### config.mk
export PLATFORM = sky130hd
export DESIGN_NAME = truth_table_capture
export DESIGN_NICKNAME = d
export VERILOG_FILES = /design/src/rtl/truth_table_capture.sv
export SDC_FILE = /design/constraint.sdc
export NUM_CORES = 1
export LEC_CHECK = 0
export ABC_AREA = 1
export CAP_MARGIN = 0
export CORE_UTILIZATION = 25
export CTS_CLUSTER_DIAMETER = 40
export DETAILED_ROUTE_END_ITERATION = 10
export PLACE_DENSITY_LB_ADDON = 0.05
export SKIP_LAST_GASP = 1
export SLEW_MARGIN = 20
export SYNTH_ARGS = -nofsm -noshare
export SYNTH_HDL_FRONTEND = slang
export SYNTH_SLANG_ARGS = --single-unit
export TNS_END_PERCENT = 20
### constraint.sdc
create_clock -name clk -period 7.9 [get_ports clk]
set_clock_uncertainty 0.15 [all_clocks]
set_input_delay 1.58 -clock clk [delete_from_list [all_inputs] [get_ports clk]]
set_output_delay 1.58 -clock clk [all_outputs]
set_load 0.02 [all_outputs]
### src/rtl/truth_table_capture.sv
// truth_table_capture: steps a 3-input logic stage through every input
// pattern, captures its output into a truth-table word and scores it
// against EXPECTED (pass flag, error count, first mismatching index).
// Optional feature macro: TT_STICKY_FAIL_EN adds a fail_sticky output
// that latches any failing run until rst_n.
module truth_table_capture #(
  parameter int unsigned               N_IN     = 3,
  parameter int                        SETTLE   = 2,
  parameter logic [(2**N_IN)-1:0]      EXPECTED = 8'hF7
) (
  input  logic                   clk,
  input  logic                   rst_n,
  input  logic                   start,
  input  logic                   dut_out,
  output logic [N_IN-1:0]        pattern,
  output logic                   busy,
  output logic                   done,
  output logic [(2**N_IN)-1:0]   table_out,
  output logic                   pass,
  output logic [N_IN:0]          err_count,
  output logic [N_IN-1:0]        mismatch_idx
`ifdef TT_STICKY_FAIL_EN
  , output logic                 fail_sticky
`endif
);

  localparam int NPAT    = 2**N_IN;
  // A hold time of zero cycles makes no sense; clamp to one.
  localparam int SET_EFF = (SETTLE < 1) ? 1 : SETTLE;
  localparam int CW      = (SET_EFF > 1) ? $clog2(SET_EFF) : 1;
  localparam logic [CW-1:0]   RELOAD = CW'(SET_EFF - 1);
  localparam logic [N_IN-1:0] LAST   = N_IN'(NPAT - 1);

  typedef enum logic [1:0] {IDLE, DRIVE, DONE} state_e;

  state_e              state_q, state_d;
  logic [N_IN-1:0]     idx_q, idx_d;
  logic [CW-1:0]       cnt_q, cnt_d;
  logic [NPAT-1:0]     table_q, table_d;
  logic                pass_q, pass_d;
  logic [N_IN:0]       err_q, err_d;
  logic [N_IN-1:0]     midx_q, midx_d;
  logic                sticky_q, sticky_d;

  // Table as it will look after the current sample is written.
  logic [NPAT-1:0]     final_tbl;
  logic [NPAT-1:0]     diff;
  logic                sc_pass;
  logic [N_IN:0]       sc_err;
  logic [N_IN-1:0]     sc_idx;

  // Merge the live sample into the table so scoring sees the final bit.
  always_comb begin
    final_tbl         = table_q;
    final_tbl[idx_q]  = dut_out;
  end

  // Score the merged table: popcount of differences and lowest differing bit.
  always_comb begin
    diff   = final_tbl ^ EXPECTED;
    sc_err = '0;
    sc_idx = '0;
    for (int k = NPAT - 1; k >= 0; k--) begin
      if (diff[k]) begin
        sc_err = sc_err + (N_IN+1)'(1);
        sc_idx = N_IN'(k);
      end
    end
    sc_pass = (diff == '0);
  end

  // Next-state logic for the IDLE -> DRIVE -> DONE sequencer.
  always_comb begin
    state_d  = state_q;
    idx_d    = idx_q;
    cnt_d    = cnt_q;
    table_d  = table_q;
    pass_d   = pass_q;
    err_d    = err_q;
    midx_d   = midx_q;
    sticky_d = sticky_q;
    case (state_q)
      IDLE: begin
        if (start) begin
          table_d = '0;
          pass_d  = 1'b0;
          err_d   = '0;
          midx_d  = '0;
          idx_d   = '0;
          cnt_d   = RELOAD;
          state_d = DRIVE;
        end
      end
      DRIVE: begin
        if (cnt_q != '0) begin
          cnt_d = cnt_q - 1'b1;
        end else begin
          table_d = final_tbl;
          if (idx_q == LAST) begin
            // Results are registered on DONE entry so they are valid with done.
            pass_d  = sc_pass;
            err_d   = sc_err;
            midx_d  = sc_idx;
            if (!sc_pass) sticky_d = 1'b1;
            state_d = DONE;
          end else begin
            idx_d = idx_q + N_IN'(1);
            cnt_d = RELOAD;
          end
        end
      end
      DONE:    state_d = IDLE;
      default: state_d = IDLE;
    endcase
  end

  // State and result registers; reset aborts any run and clears results.
  always_ff @(posedge clk or negedge rst_n) begin
    if (!rst_n) begin
      state_q  <= IDLE;
      idx_q    <= '0;
      cnt_q    <= '0;
      table_q  <= '0;
      pass_q   <= 1'b0;
      err_q    <= '0;
      midx_q   <= '0;
      sticky_q <= 1'b0;
    end else begin
      state_q  <= state_d;
      idx_q    <= idx_d;
      cnt_q    <= cnt_d;
      table_q  <= table_d;
      pass_q   <= pass_d;
      err_q    <= err_d;
      midx_q   <= midx_d;
      sticky_q <= sticky_d;
    end
  end

  assign busy         = (state_q == DRIVE);
  assign done         = (state_q == DONE);
  assign pattern      = busy ? idx_q : '0;
  assign table_out    = table_q;
  assign pass         = pass_q;
  assign err_count    = err_q;
  assign mismatch_idx = midx_q;

`ifdef TT_STICKY_FAIL_EN
  assign fail_sticky  = sticky_q;
`else
  // Without the sticky output the flag has no observer.
  logic unused_sticky;
  assign unused_sticky = sticky_q;
`endif

endmodule

==> out/metrics.csv <==
stage,metric,value,unit
cells_and_area,layout cells sized above 1,15.3,%
setup_path,Crit path arrival time,6030,ps
die,number of I/O pins,25,
die,Initial Util,25.9,%
detailed_routing,post-route antenna net violation count,0,
placed_design,Placed Instance Area,2120,sq um
synth,"FFs w/ async S/R, synth",100,%
setup_path,cell count along the critical path,24,
setup_path,nature of the critical path endpoint,flop,
clock_network,# Post-CTS Setup Buffers,0,
cells_and_area,"commonest non-fill, non-tap cell in the layout",nand2_1,
clock_network,TritonCTS buffer count,3,
clock_network,# clock sinks,22,
cells_and_area,fill count,771,
synth,Post-Syn Area per Cell,7.29,sq um
sta,TNS Setup,0,ps
grt,first-pass GRT wire length,8.15,mm
setup_path,Crit path largest cell delay,560,ps
setup_path,startpoint types,input pin,
die,row count,30,
synth,number of synthesized flops with an enable pin,0,
sta,Fmax achieved,166,MHz
sta,final setup margin,1870,ps
setup_path,"delay-heaviest family, CP",adder cells,
outcome,status,"finished, final reports clean",
clock_network,clock tree buffer depth,2,
clock_network,worst-skew pair later-pin latency,260,ps
detailed_routing,Routed wire per std cell,12.7,um
setup_path,Critical Path Slowest Stage Cell,clkdlybuf4s50_1,
clock_network,Worst-path clk slew,80,ps
grt,gr ovfl total,0,
sta,crit path time final,6030,ps
cells_and_area,"Design Area, Final",2160,sq um
clock_network,cts repair resizes,0,
synth,sequential area share after synthesis,31.3,%
sta,Slew HR,54.2,%
synth,Synth Register Bits,22,
detailed_routing,drt first pass iters,4,
placed_design,I/O Buffers,24,
die,Die Y-Extent,85.9,um
worst_hold_path,hold depth,2,
cells_and_area,synthesis-to-layout area growth,22.8,%
setup_path,CP Class,in -> reg,
sta,Pins Over Slew Limit,0,
sta,RSZ-0062 raised after global routing,no,
setup_path,CP Data Required Time,7900,ps
grt,initial antenna violation count,0,
synth,Post-Synthesis Net Count,256,
setup_path,CP Cell Sequence,"clkdlybuf4s50_1, o21ai_0, inv_1, ha_1, inv_1, nand2_4, nand2_1, ha_1, nand2_1, nand2_1, ha_1, or2_2, nand2_1, inv_1, ha_1, nand2_1, nand2_1, ha_1, or2_2, nand2_1, inv_1, ha_1, o21ai_0, o21ai_0",
setup_path,cell mode on critical path,nand2_1,
placed_design,setup slack after placement,1570,ps
detailed_routing,Remaining DRCs,0,
grt,vias in the first global route,1654,
placed_design,hpwl dp,3.76,mm
synth,Syn. warnings,0,
sta,Hold Worst Slack,333,ps
sta,final setup vio count,0,
setup_path,CP Max Fanout,6,
grt,largest net degree at the start of global routing,23,
clock_network,H-tree levels,1,
cells_and_area,layout net count,285,
sta,final period utilization,76.4,%
die,full die area,7370,sq um
die,die width,85.9,um
worst_hold_path,HP Class,reg -> reg,
placed_design,Placer Congestion,0.767,
grt,all-layer global routing usage,14.0,%
run,max_cap viols,0,
synth,most common flop cell mapped by yosys,dfrtp_1,
setup_path,CP bufs+invs,5,
cells_and_area,ant diodes,0,
detailed_routing,DRC marker count from the first detailed-route iteration,71,
sta,endpoints failing hold,0,
synth,Synth cell types,28,
clock_network,CTS tree,done,
detailed_routing,routed vias,1597,
sta,Worst-Margin Slew,680,ps
synth,Mapped Cells,241,
detailed_routing,Detailed Route WL,4.63,mm
detailed_routing,post-DR vias/cell,4.39,
clock_network,CTS root buf,clkbuf_8,
cells_and_area,most frequent cells in the layout,"50 x nand2_1, 34 x inv_1, 27 x nand3_1",
setup_path,R2R cell count,25,
die,CORE AREA,6790,sq um
synth,"Cell Area, Synth",1760,sq um
clock_network,Post-CTS Hold Fix Bufs,0,
[cells in the mapped netlist (2+ instances only)]
master	instances	share of area, %
a21oi_1	5	1.4
dfrtp_1	22	31
ha_1	11	7.8
inv_1	34	7.3
inv_2	5	1.1
nand2_1	50	11
nand2_2	10	3.6
nand2_4	4	2.6
nand3_1	27	7.7
nand3_2	8	4.6
nand4_1	3	1.1
nor2_1	21	4.5
o21ai_0	15	4.3
o21ai_1	3	0.85
o21ai_2	3	1.5
o22ai_1	5	1.8
o31ai_1	3	1.3
or2_2	2	0.71
[kinds of logic (layout without fill, tap and decap cells)]
logic type / count (synthesis) / count (layout) / share of synthesized area, %
AOI/OAI and AO/OA: 37 / 37 / 12.9
xor gates and xnor gates: 1 / 1 / 0.498
adders and majority gates: 11 / 11 / 7.83
buffers and inverters: 41 / 68 / 9.04
DFF: 22 / 22 / 31.3
and+or+nand+nor: 129 / 129 / 38.4
[state kept, by name (all words and copies together), names as in the netlist]
signal        cells
table_out         8
idx_q             3
cnt_q             1
mismatch_idx      3
state_q           2
pass              1
err_count         4
[per-stage QoR]
stage	instances	utilization [%]
2_1_floorplan	241	-
3_3_place_gp	361	31.2
3_5_place_dp	361	31.2
4_1_cts	364	31.8
5_1_grt	364	31.8
6_report	364	31.8
[worst paths after layout]
| check | start | end | slack, ps |
|---|---|---|---|
| setup reg to reg | idx_q[2] | err_count[1] | 2810 |
| setup / recovery | dut_out | err_count[1] | 1870 |
| hold reg to reg | err_count[3] | err_count[3] | 330 |
| hold / removal | err_count[3] | err_count[3] | 330 |
| max in group asynchronous | rst_n | mismatch_idx[1] | 5840 |
| min in group asynchronous | rst_n | state_q[0] | 1530 |
[layout make-up]
type | instances | area, sq um | share of cell area, %
Timing Repair Buffer | 25 | 248 | 11.5
Multi-Input combinational cell | 178 | 1050 | 48.6
Inverter | 40 | 151 | 7.01
Sequential cell | 22 | 551 | 25.5
Tap cell | 96 | 120 | 5.56
Clock buffer | 3 | 41.3 | 1.91
[routing by layer]
metal | wire length (um) | global-route usage (%) | up-vias
met4 | 8 | 1.36 | 0
met3 | 134 | 2.60 | 2
li1 | - | - | 851
met2 | 2130 | 24.7 | 23
met1 | 2360 | 18.6 | 721
met5 | 0 | 0 | -
[worst register-to-register path, stage by stage, from the launching register on]
cell      delay, ps
dfrtp_1         590
clkinv_2        170
nor3_1          200
inv_1            70
o21ai_0         420
ha_1            380
inv_1           130
nand2_4          60
nand2_1          60
ha_1            220
nand2_1          80
nand2_1          80
ha_1            270
or2_2           310
nand2_1         100
inv_1            40
ha_1            260
nand2_1          80
nand2_1          80
ha_1            270
or2_2           280
nand2_1          90
inv_1            70
ha_1            260
o21ai_0         140
o21ai_0         110
Power is left out: the tool's default activity adds up to more than one toggle a clock period on the data nets, which glitch-free logic cannot reach.
